--- config.mk ---
export PLATFORM = sky130hd
export DESIGN_NAME = tone_gen_flat
export DESIGN_NICKNAME = d
export VERILOG_FILES = /design/src/rtl/tone_gen_if.sv /design/src/rtl/tone_gen.sv /design/src/flat_wrapper.sv
export SDC_FILE = /design/constraint.sdc
export NUM_CORES = 1
export LEC_CHECK = 0
export BUFFER_PORTS_ARGS = -buffer_cell sky130_fd_sc_hd__buf_2
export CAP_MARGIN = 10
export CORE_MARGIN = 2
export CORE_UTILIZATION = 50
export CTS_CLUSTER_SIZE = 25
export DETAILED_ROUTE_END_ITERATION = 7
export GPL_TIMING_DRIVEN = 0
export PLACE_DENSITY = 0.74
export RECOVER_POWER = 50
export SYNTH_ARGS = -nofsm -noshare
export SYNTH_HDL_FRONTEND = slang
export SYNTH_SLANG_ARGS = --single-unit
--- constraint.sdc ---
create_clock -name clk -period 3.5 [get_ports clk]
set_input_delay 0.35 -clock clk [delete_from_list [all_inputs] [get_ports clk]]
set_output_delay 0.35 -clock clk [all_outputs]
set_load 0.1 [all_outputs]
--- src/rtl/tone_gen_if.sv ---
// Control and sample bundle between the tone generator and its user/serializer side.
// Samples carry no handshake: audio_l/audio_r/vol are always valid and may be sampled at any time.
interface tone_gen_if #(
  parameter int DIV_W = 22
);
  logic [DIV_W-1:0] div_l;
  logic [DIV_W-1:0] div_r;
  logic             vol_up;
  logic             vol_dn;
  logic             mute;
  logic [2:0]       vol;
  logic [15:0]      audio_l;
  logic [15:0]      audio_r;

  modport master (
    output div_l, div_r, vol_up, vol_dn, mute,
    input  vol, audio_l, audio_r
  );

  modport slave (
    input  div_l, div_r, vol_up, vol_dn, mute,
    output vol, audio_l, audio_r
  );
endinterface

--- src/rtl/tone_gen.sv ---
// Stereo square-wave tone generator with per-channel half-period divisors and a
// saturating 3-bit volume driven by edge-detected up/down buttons.
module tone_gen #(
  parameter int DIV_W     = 22,
  parameter int AMP_SHIFT = 12,
  parameter int VOL_INIT  = 3
) (
  input  logic        clk,
  input  logic        rst_n,
  tone_gen_if.slave   bus
);

  logic [DIV_W-1:0] div_in [2];
  logic [DIV_W-1:0] cnt    [2];
  logic [DIV_W-1:0] div_q  [2];
  logic             phase  [2];
  logic [15:0]      sample_next [2];
  logic [15:0]      audio_q     [2];

  logic [2:0]  vol_q;
  logic [2:0]  vol_next;
  logic        up_q;
  logic        dn_q;
  logic        up_edge;
  logic        dn_edge;
  logic [15:0] amp;
  logic [15:0] amp_neg;

  assign div_in[0] = bus.div_l;
  assign div_in[1] = bus.div_r;

  assign up_edge = bus.vol_up & ~up_q;
  assign dn_edge = bus.vol_dn & ~dn_q;

  assign amp     = 16'(vol_q) << AMP_SHIFT;
  assign amp_neg = 16'd0 - amp;

  always_comb begin
    vol_next = vol_q;
    if (up_edge && !dn_edge && vol_q != 3'd7) begin
      vol_next = vol_q + 3'd1;
    end else if (dn_edge && !up_edge && vol_q != 3'd0) begin
      vol_next = vol_q - 3'd1;
    end
  end

  always_ff @(posedge clk or negedge rst_n) begin
    if (!rst_n) begin
      vol_q <= 3'(VOL_INIT);
      up_q  <= 1'b0;
      dn_q  <= 1'b0;
    end else begin
      vol_q <= vol_next;
      up_q  <= bus.vol_up;
      dn_q  <= bus.vol_dn;
    end
  end

  for (genvar ch = 0; ch < 2; ch++) begin : g_chan
    // The divisor is only re-latched at a half-period boundary (or while silent),
    // so cnt never exceeds div_q-1 and the max divisor cannot overflow it.
    always_ff @(posedge clk or negedge rst_n) begin
      if (!rst_n) begin
        cnt[ch]   <= '0;
        div_q[ch] <= '0;
        phase[ch] <= 1'b0;
      end else if (div_q[ch] < DIV_W'(2)) begin
        cnt[ch]   <= '0;
        phase[ch] <= 1'b0;
        div_q[ch] <= div_in[ch];
      end else if (cnt[ch] >= div_q[ch] - DIV_W'(1)) begin
        cnt[ch]   <= '0;
        phase[ch] <= ~phase[ch];
        div_q[ch] <= div_in[ch];
      end else begin
        cnt[ch]   <= cnt[ch] + DIV_W'(1);
      end
    end

    always_comb begin
      sample_next[ch] = 16'd0;
      if (!bus.mute && vol_q != 3'd0 && div_q[ch] >= DIV_W'(2)) begin
        sample_next[ch] = phase[ch] ? amp : amp_neg;
      end
    end

    always_ff @(posedge clk or negedge rst_n) begin
      if (!rst_n) begin
        audio_q[ch] <= 16'd0;
      end else begin
        audio_q[ch] <= sample_next[ch];
      end
    end
  end

  assign bus.vol     = vol_q;
  assign bus.audio_l = audio_q[0];
  assign bus.audio_r = audio_q[1];

endmodule

--- src/flat_wrapper.sv ---
// flat-port wrapper written by rule: the top's interface ports become plain ports
module tone_gen_flat 
#(
  parameter int DIV_W     = 22,
  parameter int AMP_SHIFT = 12,
  parameter int VOL_INIT  = 3
)
  (clk, rst_n, bus_div_l, bus_div_r, bus_vol_up, bus_vol_dn, bus_mute, bus_vol, bus_audio_l, bus_audio_r);
  tone_gen_if #(.DIV_W(DIV_W)) bus_i ();
  input  logic clk;
  input  logic rst_n;
  input wire logic [$bits(bus_i.div_l)-1:0] bus_div_l;
  input wire logic [$bits(bus_i.div_r)-1:0] bus_div_r;
  input wire logic [$bits(bus_i.vol_up)-1:0] bus_vol_up;
  input wire logic [$bits(bus_i.vol_dn)-1:0] bus_vol_dn;
  input wire logic [$bits(bus_i.mute)-1:0] bus_mute;
  output wire logic [$bits(bus_i.vol)-1:0] bus_vol;
  output wire logic [$bits(bus_i.audio_l)-1:0] bus_audio_l;
  output wire logic [$bits(bus_i.audio_r)-1:0] bus_audio_r;
  assign bus_i.div_l = bus_div_l;
  assign bus_i.div_r = bus_div_r;
  assign bus_i.vol_up = bus_vol_up;
  assign bus_i.vol_dn = bus_vol_dn;
  assign bus_i.mute = bus_mute;
  assign bus_vol = bus_i.vol;
  assign bus_audio_l = bus_i.audio_l;
  assign bus_audio_r = bus_i.audio_r;
  tone_gen #(.DIV_W(DIV_W), .AMP_SHIFT(AMP_SHIFT), .VOL_INIT(VOL_INIT)) u_core (.clk(clk), .rst_n(rst_n), .bus(bus_i));
endmodule
; Word level (Yosys, flattened, before mapping)
; Index checks and enable logic that the tools add are counted.
; W data, S select, Z words.
[totals]
regBits = 127
latchBits = 0
ram_bits = 0
mem_bits_ro = 0
in_bits = 49
output_inout_bits = 35
elab_cells = 63
mem_count = 0
[classes]
add_sub_neg = 7
mul = 0
div = 0
n_lt_le_gt_ge = 6
eq_ne = 1
n_shift = 0
n_mux = 18
bitwise = 6
n_reduce_logical = 14
[ops]
columns = operator, n
row1 = $mux W22, 8
row2 = $mux W16, 4
row3 = $add A22 B1 Y22 const B, 2
row4 = $ge A22 B2 Y1 const B, 2
row5 = $ge A22 B22 Y1, 2
row6 = $lt A22 B2 Y1 const B, 2
row7 = $sub A22 B1 Y22 const B, 2
row8 = $sub A1 B15 Y16 const A, 1
row9 = $logic_and A1 B1 Y1, 7
row10 = $mux W3, 2
row11 = $reduce_bool A2 Y1, 3
row12 = $mux W1, 4
row13 = $not A1 Y1, 4
row14 = $add A3 B1 Y3 const B, 1
row15 = $logic_not A1 Y1, 3
row16 = $ne A3 B3 Y1 const B, 1
row17 = $reduce_bool A3 Y1, 1
row18 = $sub A3 B1 Y3 const B, 1
row19 = $and A1 B1 Y1, 2

; Logic depth before layout (Yosys ltp)
[depth]
depth_word = 7
depth_mapped = 15
mapped_depth_nobuf = 13

; Worst setup path before layout
; Ideal clock, no wire load.
[synth_path]
kind = register to register
startpoint = register u_core.div_q[24] in the netlist's numbering
endpoint = register u_core.div_q[30] in the netlist's numbering
arrival_ns = 3.550
required_ns = 3.373
setup_slack_ns = -0.178
path_stages_with_launch = 15
period_less_slack_ns = 3.678
cell_sequence = dfrtp_1 or4_4 nor3_4 nand2_2 or4_4 nor3_1 xnor2_1 ha_1 a21o_1 nand3_1 a21oi_1 a211oi_1 o211ai_2 buf_8 mux2_1
[synth_between]
elab_chain_len = 3
elab_cells_between_ends = 5
[synth_lines]
columns = item, line_no
row1 = from (decl), tone_gen.sv:15  ; logic [DIV_W-1:0] div_q [2];
row2 = "from (signal, indexed assignment)", tone_gen.sv:70  ; div_q[ch] <= div_in[ch];
row3 = "from (signal, indexed assignment)", tone_gen.sv:74  ; div_q[ch] <= div_in[ch];
row4 = $sub A22 B1 Y22, tone_gen.sv:71  ; end else if (cnt[ch] >= div_q[ch] - DIV_W'(1)) begin
row5 = $ge A22 B22 Y1, tone_gen.sv:71
row6 = $reduce_bool A2 Y1 (no line), --
; Several ways; a longest one is shown, not always the timed one.
; A chain may end at the register's enable or synchronous reset.

; Worst setup path in the final report
[layout_path]
startpoint = register u_core.div_q[24] in the netlist's numbering
endpoint = register u_core.div_q[31] in the netlist's numbering
; The elaborated chain is that of the path after synthesis.

==> qor.yml <==
die:
  die_area_um2: 13300
  die_h_um: 115
  start_util_pct: 51.5
  core_area_um2: 12100
  ioPinCount: 84
  std_cell_rows: 40
  die_w_um: 115
power:
  pwr-share-clk_pct: 32.2
  seqPwrFrac_pct: 40.5
  switching_power_mw: 1.29
  switching_share_pct: 37.4
  p_comb_share_pct: 27.3
  p_int_mw: 2.17
  total_leakage_power_nw: 3.50
  peakVddDrop_mv: 0.345
  power_mw: 3.46
  p_per_area_nw_per_um2: 455
final_layout:
  nFillCells: 938
  final_cell_mix: "98 x dfrtp_1, 58 x nor2_1, 58 x buf_2"
  regArea_um2: 2580
  final_cells: 884
  final_layout_size_suffix_gt1_share_pct: 28.5
  final_area_um2: 7600
  diodes: 0
  final_common_cell: "dfrtp_1"
  multi_input_area_um2: 3650
  post-route-util_pct: 63.0
  fin_nets: 814
  area_growth_pct: 22.4
cts:
  tritoncts: "yes"
  cts-root-buf: "clkbuf_16"
  ctsHtreeMaxLevel: 3
  path_clk_slew_ns: 0.07
  ctsHoldBuffers: 0
  clock_latency_ns: 0.36
  cts_buffers: 9
  clk_path_buf_depth: 2
  cts_sinks: 103
route:
  ant_nets: 0
  drt_iter0_drc: 241
  wire_per_inst_um: 15.5
  drt-total-wl_um: 13700
  vias: 4643
  drc: 0
  dr.pass1.iters: 4
  vias_per_cell: 5.25
yosys:
  synth_area_um2: 6210
  synth_warnings: 0
  synth_edf_count: 0
  avgSynthCellArea_um2: 10.4
  synth-seq-cells: 103
  postSynthCellCount: 596
  ys.flop_type: "dfrtp_1"
  async_flop_share_pct: 100
  netlist-cell-type-count: 52
  ys_seq_area_share_pct: 41.6
global_routing:
  grt_max_degree: 65
  gr-total-overflow: 0
  grt_use_total_pct: 20.4
  grt_pass1_vias: 4549
  antenna_found_initial: 0
  grt_pass1_wl_um: 21300
sta:
  fin_crit_sh_pct: 101
  worstMarginPinSlew_ns: 1.71
  min_period_ns: 3.55
  whs_ns: 0.118
  fin_ws_ns: -0.0488
  slew_headroom_pct: -13.8
  drv_slew: 106
  fin_worst_skew_ns: 0.0131
  rsz0062_at_grt: "true"
  setup_viol: 13
  max_freq_mhz: 282
  hold_viol: 0
hold_path:
  holdCritStartpoint: "bus_vol_up"
  hold_path.class: "in2reg"
  holdPathStages: 1
critical_path:
  worstSetupStartpointType: "register"
  crit_arrival_ns: 3.80
  r2r_cells: 12
  reg2reg_from: "u_core.div_q[24]"
  critical_path_class: "reg2reg"
  cp.required_ns: 3.75
  critPathCaptureType: "register"
  cp-startpoint: "u_core.div_q[24]"
  crit_path_max_fanout: 5
place:
  globalplace.congestion: 0.847
  place_inst: 847
  hpwlAfterDp_um: 9660
  placed_area_um2: 6830
  port_buffers: 59
run_status:
  violations: "capacitance limit, slew limit, setup timing"
  status: "finished, violations left"
job:
  maxCapViolations: 2
layout make-up:
type / instances / share of cell area (%)
buffer: 33 / 3.72
clock buffer: 9 / 2.96
clock inverter: 7 / 1.35
inverter: 14 / 0.692
multi-input combinational: 469 / 48.1
sequential: 103 / 34.0
tap: 168 / 2.77
timing repair buffer: 81 / 6.41
worst paths after layout:
path / endpoint / slack, ns
setup / recovery: u_core.div_q[31] / -0.05
min in group asynchronous: u_core.div_q[0] / 0.37
hold reg to reg: u_core.cnt[22] / 0.52
hold / removal: u_core.up_q / 0.12
max in group asynchronous: u_core.div_q[22] / 0.69
setup reg to reg: u_core.div_q[31] / -0.05
synth_stat cells (3+ instances only):
master	number	area, um^2
mux2i_1	6	60.1
nand3_1	29	145
a22o_1	9	78.8
dfrtp_1	101	2530
nand2_1	35	131
buf_6	3	33.8
inv_1	14	52.6
xor2_1	41	359
nand2b_1	4	25.0
ha_1	53	663
mux2_2	15	169
and3_1	9	56.3
buf_4	28	210
and4_1	10	87.6
xnor2_1	41	359
nand4_1	11	68.8
a21oi_1	16	80.1
nor3_1	25	125
nor4_1	5	31.3
nor2_1	75	282
mux2_1	22	248
o21ai_0	5	25.0
sequential cells by signal, summed over array words and instances, names as in the netlist:
signal,flops
u_core.phase,2
u_core.dn_q,1
u_core.bus.audio_r,4
u_core.bus.audio_l,4
u_core.div_q,44
u_core.up_q,1
u_core.bus.vol,3
u_core.cnt,44
worst max-delay path: stages, from the launching register on:
cell and delay [ns]:
dfrtp_1 0.39, or4_4 0.56, nor3_4 0.15, nand2_2 0.08
or4_4 0.46, xor2_1 0.16, ha_1 0.30, and4_4 0.19
a221o_1 0.33, a31oi_4 0.19, o211ai_4 0.14, clkbuf_16 0.20
mux2_4 0.29
metrics by stage:
step | setup WS (ns) | setup TNS [ns]
after global placement | -0.428 | -24.91
after global routing | -0.136 | -5.62
after floorplan | -0.0961 | -0.769
final | -0.0488 | -0.388
after detailed placement | -0.490 | -32.52
after CTS | -0.0566 | -0.457
metal layers:
layer	wire, um	up-vias	global-route usage (%)
li1	-	2271	-
met1	5650	2244	25.5
met2	7130	104	35.0
met3	660	24	4.86
met4	258	0	6.02
met5	0	-	0
cell families (layout without fill, tap and decap cells):
| family | after synthesis | count (layout) | share of synthesized area, % |
|---|---|---|---|
| simple gates | 222 | 222 | 18.0 |
| flops | 103 | 103 | 41.6 |
| xor+xnor | 82 | 82 | 11.6 |
| fa+ha+maj | 54 | 54 | 11.0 |
| buf+inv | 47 | 144 | 5.08 |
| compound gates | 44 | 44 | 5.04 |
| mux | 43 | 43 | 7.68 |
| other cells | 1 | 24 | 0.0604 |
power groups by stage:
| stage | logic (mW) | registers, mW | clock network, mW |
|---|---|---|---|
| floorplan | 0.379 | 1.77 | 0 |
| global placement | 0.900 | 1.41 | 0 |
| detailed placement | 0.926 | 1.42 | 0 |
| CTS | 0.942 | 1.40 | 1.13 |
| global route | 1.01 | 1.41 | 1.19 |
| finish | 0.946 | 1.40 | 1.11 |
repair_timing:
item	CTS	global route
endpoints found under the hold margin	0	0
gates cloned	0	3
buffers inserted	10	8
gates resized for setup	18	53
endpoints found under the setup margin	90	88
pin swaps	5	16
Power figures use the tool's default switching activity.
